`src/rtl/fifo_uart_tx.sv`:
```
// FIFO-fed UART transmitter: pops one word per frame from a single-clock FIFO
// and sends it as start bit, DATA_WIDTH data bits LSB first, then stop bit(s).
module fifo_uart_tx #(
    parameter int unsigned DATA_WIDTH   = 4,
    parameter int unsigned CLKS_PER_BIT = 4,
    parameter int unsigned STOP_BITS    = 1
) (
    input  logic                  clk,
    input  logic                  rst_n,
    input  logic                  enable_i,
    input  logic                  fifo_empty_i,
    input  logic [DATA_WIDTH-1:0] fifo_do_i,
    output logic                  fifo_remove_o,
    output logic                  txd_o,
    output logic                  busy_o,
    output logic                  frame_done_o
);

    localparam int unsigned BaudW  = $clog2(CLKS_PER_BIT);
    localparam int unsigned BitMax = (DATA_WIDTH > STOP_BITS) ? DATA_WIDTH : STOP_BITS;
    localparam int unsigned BitW   = (BitMax > 1) ? $clog2(BitMax) : 1;

    localparam logic [BaudW-1:0] BaudLast = BaudW'(CLKS_PER_BIT - 1);
    localparam logic [BitW-1:0]  DataLast = BitW'(DATA_WIDTH - 1);
    localparam logic [BitW-1:0]  StopLast = BitW'(STOP_BITS - 1);

    typedef enum logic [2:0] {
        StIdle,
        StFetch,
        StLoad,
        StStart,
        StData,
        StStop
    } state_e;

    state_e                  state_q, state_d;
    logic [BaudW-1:0]        baud_q, baud_d;
    logic [BitW-1:0]         bit_q, bit_d;
    logic [DATA_WIDTH-1:0]   shift_q, shift_d;
    logic                    txd_q, txd_d;
    logic                    fifo_remove_q, fifo_remove_d;
    logic                    busy_q, busy_d;
    logic                    frame_done_q, frame_done_d;

    logic baud_last;
    logic can_start;

    assign baud_last = (baud_q == BaudLast);
    assign can_start = enable_i && !fifo_empty_i;

    // Next-state logic; outputs are derived from the next state so they register cleanly.
    always_comb begin
        state_d = state_q;
        baud_d  = baud_q;
        bit_d   = bit_q;
        shift_d = shift_q;

        unique case (state_q)
            StIdle: begin
                if (can_start) state_d = StFetch;
            end
            StFetch: begin
                state_d = StLoad;
            end
            StLoad: begin
                // fifo_do is valid now, one cycle after the pop was sampled
                shift_d = fifo_do_i;
                baud_d  = '0;
                bit_d   = '0;
                state_d = StStart;
            end
            StStart: begin
                if (baud_last) begin
                    baud_d  = '0;
                    bit_d   = '0;
                    state_d = StData;
                end else begin
                    baud_d = baud_q + 1'b1;
                end
            end
            StData: begin
                if (baud_last) begin
                    baud_d  = '0;
                    shift_d = shift_q >> 1;
                    if (bit_q == DataLast) begin
                        bit_d   = '0;
                        state_d = StStop;
                    end else begin
                        bit_d = bit_q + 1'b1;
                    end
                end else begin
                    baud_d = baud_q + 1'b1;
                end
            end
            StStop: begin
                if (baud_last) begin
                    baud_d = '0;
                    if (bit_q == StopLast) begin
                        bit_d   = '0;
                        state_d = can_start ? StFetch : StIdle;
                    end else begin
                        bit_d = bit_q + 1'b1;
                    end
                end else begin
                    baud_d = baud_q + 1'b1;
                end
            end
            default: begin
                state_d = StIdle;
            end
        endcase

        txd_d = 1'b1;
        if (state_d == StStart) begin
            txd_d = 1'b0;
        end else if (state_d == StData) begin
            txd_d = shift_d[0];
        end
        fifo_remove_d = (state_d == StFetch);
        busy_d        = (state_d != StIdle);
        frame_done_d  = (state_d == StStop) && (baud_d == BaudLast) && (bit_d == StopLast);
    end

    // State, counters, shifter and registered outputs.
    always_ff @(posedge clk or negedge rst_n) begin
        if (!rst_n) begin
            state_q       <= StIdle;
            baud_q        <= '0;
            bit_q         <= '0;
            shift_q       <= '0;
            txd_q         <= 1'b1;
            fifo_remove_q <= 1'b0;
            busy_q        <= 1'b0;
            frame_done_q  <= 1'b0;
        end else begin
            state_q       <= state_d;
            baud_q        <= baud_d;
            bit_q         <= bit_d;
            shift_q       <= shift_d;
            txd_q         <= txd_d;
            fifo_remove_q <= fifo_remove_d;
            busy_q        <= busy_d;
            frame_done_q  <= frame_done_d;
        end
    end

    assign txd_o         = txd_q;
    assign fifo_remove_o = fifo_remove_q;
    assign busy_o        = busy_q;
    assign frame_done_o  = frame_done_q;

endmodule

```
`config.mk`:
```
export PLATFORM = sky130hd
export DESIGN_NAME = fifo_uart_tx
export DESIGN_NICKNAME = d
export VERILOG_FILES = /design/src/rtl/fifo_uart_tx.sv
export SDC_FILE = /design/constraint.sdc
export NUM_CORES = 1
export LEC_CHECK = 0
export BUFFER_PORTS_ARGS = -buffer_cell sky130_fd_sc_hd__clkbuf_2
export CORE_MARGIN = 2
export CORE_UTILIZATION = 40
export DETAILED_ROUTE_END_ITERATION = 12
export PLACE_DENSITY_LB_ADDON = 0.08
export SETUP_SLACK_MARGIN = 0.3
export SLEW_MARGIN = 25
export SYNTH_ARGS = -nofsm -noshare
export SYNTH_HDL_FRONTEND = slang
export SYNTH_SLANG_ARGS = --single-unit
```
`constraint.sdc`:
```
create_clock -name clk -period 4.6 [get_ports clk]
set_input_delay 0.23 -clock clk [delete_from_list [all_inputs] [get_ports clk]]
set_output_delay 0.23 -clock clk [all_outputs]
set_load 0.02 [all_outputs]
```
==> run_results.csv <==
group,metric,value,unit
yosys,synth.area.top_cells,"dfrtp_1 41%, ha_1 8.8%, buf_6 3.9%, nor2_1 3.5%, dfstp_2 3.1%",
clocking,cts_tree,"done",
finish,ff_latch_area,377,um^2
setup_path,crit_top_cell,"nor2_1",
finish,fin_cells,124,
clocking,clock-sinks,15,
yosys,synth_area,856,um^2
setup_path,cp.arrival,1940,ps
job,maxCapViolations,0,
clocking,cts_resized,0,
finish,layout-drive-gt1-share,20.6,%
clocking,insertion_delay,280,ps
finish,finalInstanceArea,947,um^2
yosys,synth_nets,98,
timing,fmax,574,MHz
hold_path,min-delay-start,"fifo_do_i[3]",
detailed_routing,drc_errors,0,
setup_path,critPathMaxStageDelay,440,ps
setup_path,crit_fanout,6,
floorplanning,placementRows,16,
grt,globalRoute.totalOverflow,0,
grt,grt_pass1_wl,2670,um
yosys,yosysSeqAreaShare,44.0,%
timing,setup_violations,0,
detailed_routing,wl_met1,771,um
hold_path,whs_endpoint,"shift_q[3]",
detailed_routing,ant_nets,0,
power_and_ir_drop,power_density,620,nW/um^2
timing,setup_tns,0,ps
yosys,synth_area_leader_cell,"dfrtp_1",
yosys,yosys.cell_types.count,32,
clocking,cts-hold-fix-buffers,1,
detailed_routing,viasPerCell,5.46,
yosys,synth_xor_area_share,0,%
yosys,ys_ff_latch,15,
yosys,synthAdderAreaFrac,8.77,%
setup_path,r2r_slack,2860,ps
yosys,synth_simple_gate_area_share,18.9,%
yosys,synth.top_cell.area_share,40.9,%
hold_path,whs_path_depth,2,
setup_path,critPathKind,"flip-flop to flip-flop",
setup_path,r2r_start,"baud_q[0]",
setup_path,cp_slowest_cell,"dfrtp_1",
grt,grt_pass1_vias,597,
floorplanning,die_h,50.3,um
finish,multi_input_area,414,um^2
finish,layout_commonest_cell,"dfrtp_1",
detailed_routing,wl_met3,51,um
detailed_routing,drtIter0Drc,33,
setup_path,worstSetupStartpointType,"flip-flop",
floorplanning,fp.coreArea,1980,um^2
clocking,cts_inserted_buffers,3,
setup_path,worstPathCellList,"ha_1 > and4bb_2 > nor2_1 > a21o_1 > nor2_1 > a32oi_1",
timing,rsz0062_at_grt,"no",
placed_design,place_area,911,um^2
detailed_routing,wl_met2,659,um
grt,antenna_found_initial,0,
detailed_routing,drt_pass1_iterations,4,
finish,num-nets-final,112,
detailed_routing,wl_per_cell,12.3,um
setup_path,timing.rr.end,"txd_o",
yosys,avgSynthCellArea,10.2,um^2
clocking,clkTransAtPathRegs,80,ps
setup_path,r2r_cells,6,
detailed_routing,drt_wl_total,1520,um
finish,fillers,196,
power_and_ir_drop,ir_drop,328,uV
floorplanning,die_x,50.3,um
hold_path,holdCritPathClass,"input pin to flip-flop",
timing,drv_slew,0,
timing,slew_headroom,71.1,%
setup_path,required,4800,ps
timing,finalHoldViolations,0,
finish,area_growth,10.7,%
clocking,cts_setup_buffers,0,
timing,period_share,37.9,%
finish,layout_common_cells,"14 x dfrtp_1, 11 x clkbuf_2, 8 x nor2_1, 7 x inv_1",
yosys,synth_top_family_by_area,"compound AO/OA/AOI/OAI gates",
placed_design,dp_cells,119,
outcome,outcome,"completed",
placed_design,dp_hpwl,1160,um
grt,grt_usage,13.8,%
yosys,yosysWarnings,0,
detailed_routing,maxUsedRoutingLayer,"met4",
clocking,cts-root-buf,"clkbuf_4",
grt,grt_max_degree,16,
placed_design,gp_congestion,0.715,
power_and_ir_drop,p_leak,0.000445,uW
setup_path,crit_path_start,"baud_q[0]",
clocking,htreeDepth,1,
setup_path,end_kind,"flip-flop",
yosys,yosys-mux-area-fraction,1.17,%
timing,tightestPinTransition,433,ps
floorplanning,start_util,43.2,%
timing,fin_skew,6.61,ps
yosys,netlist_instances,84,
yosys,synth_compound_area_share,19.6,%
clocking,clock_path_buffers,2,
detailed_routing,vias,677,
floorplanning,io_pins,12,
placed_design,port_buffers,11,
finish,diodes,0,
floorplanning,die-area,2530,um^2
timing,period_needed,1740,ps
## registers in the layout (all words and copies together) (netlist names)
| name | count |
|---|---|
| bit_q | 2 |
| baud_q | 2 |
| frame_done_o | 1 |
| busy_o | 1 |
| shift_q | 4 |
| txd_o | 1 |
| fifo_remove_o | 1 |
| state_q | 3 |
## worst max path at each step
stage                         endpoint  cells past startpoint
final                            txd_o                      6
after global placement           txd_o                      6
after floorplan                  txd_o                      6
after detailed placement         txd_o                      6
after CTS                        txd_o                      6
after global routing      frame_done_o                      5
## cell usage after synthesis, drive strengths merged
| master | n |
|---|---|
| a22oi | 3 |
| a32oi | 1 |
| and2 | 1 |
| a211oi | 1 |
| nor2 | 8 |
| nand2b | 2 |
| o2bb2ai | 2 |
| a311oi | 1 |
| nand4 | 1 |
| nand2 | 6 |
| mux2i | 1 |
| and4bb | 1 |
| dfrtp | 14 |
| clkinv | 1 |
| nor3 | 3 |
| a2111o | 1 |
| a21oi | 4 |
| a21o | 1 |
| nor4 | 1 |
| nor2b | 2 |
| a221oi | 2 |
| a22o | 2 |
| o21ai | 2 |
| nor3b | 1 |
| ha | 6 |
| nand3 | 3 |
| dfstp | 1 |
| a32o | 1 |
| a211o | 1 |
| inv | 7 |
| buf | 3 |
## worst max-delay path, delay by kind of cell, from the launching register on
kind	cells	cell delay [ps]
adders and majority gates	1	290
DFF	1	440
AOI/OAI and AO/OA	2	360
and+or+nand+nor	3	580
## per-layer routing
metal	global-route usage (%)	up-vias
li1	-	332
met1	19.4	326
met2	20.2	14
met3	2.38	5
met4	7.41	0
met5	0	-
## power breakdown
group | internal, uW | switching, uW
sequential | 182 | 53.5
clock | 33.6 | 37.9
combinational | 120 | 159
total | 336 | 250
## cell families (layout without fill, tap and decap cells)
logic type / Yosys count / count (layout)
AND/OR/NAND/NOR: 29 / 29
AO/OA/AOI/OAI: 22 / 22
flip-flops: 15 / 15
buffers and inverters: 11 / 24
adder cells (fa/ha/maj): 6 / 6
multiplexers: 1 / 1
## final cells by class
class / count / share of cell area [%]
Sequential cell: 15 / 39.8
Clock buffer: 4 / 2.77
Timing Repair Buffer: 12 / 6.87
Inverter: 8 / 3.30
Tap cell: 27 / 3.57
Multi-Input combinational cell: 58 / 43.7
## stage by stage
stage	power (uW)	utilization (%)	hold WS (ps)	worst slack (ps)
after floorplan	470	-	-65.6	3060
after global placement	515	46.0	156	2870
after detailed placement	516	46.0	157	2870
after CTS	589	47.8	171	2860
after global routing	642	47.8	178	2660
final	587	47.8	167	2860
Note: power is estimated with default switching activity, not from simulation.
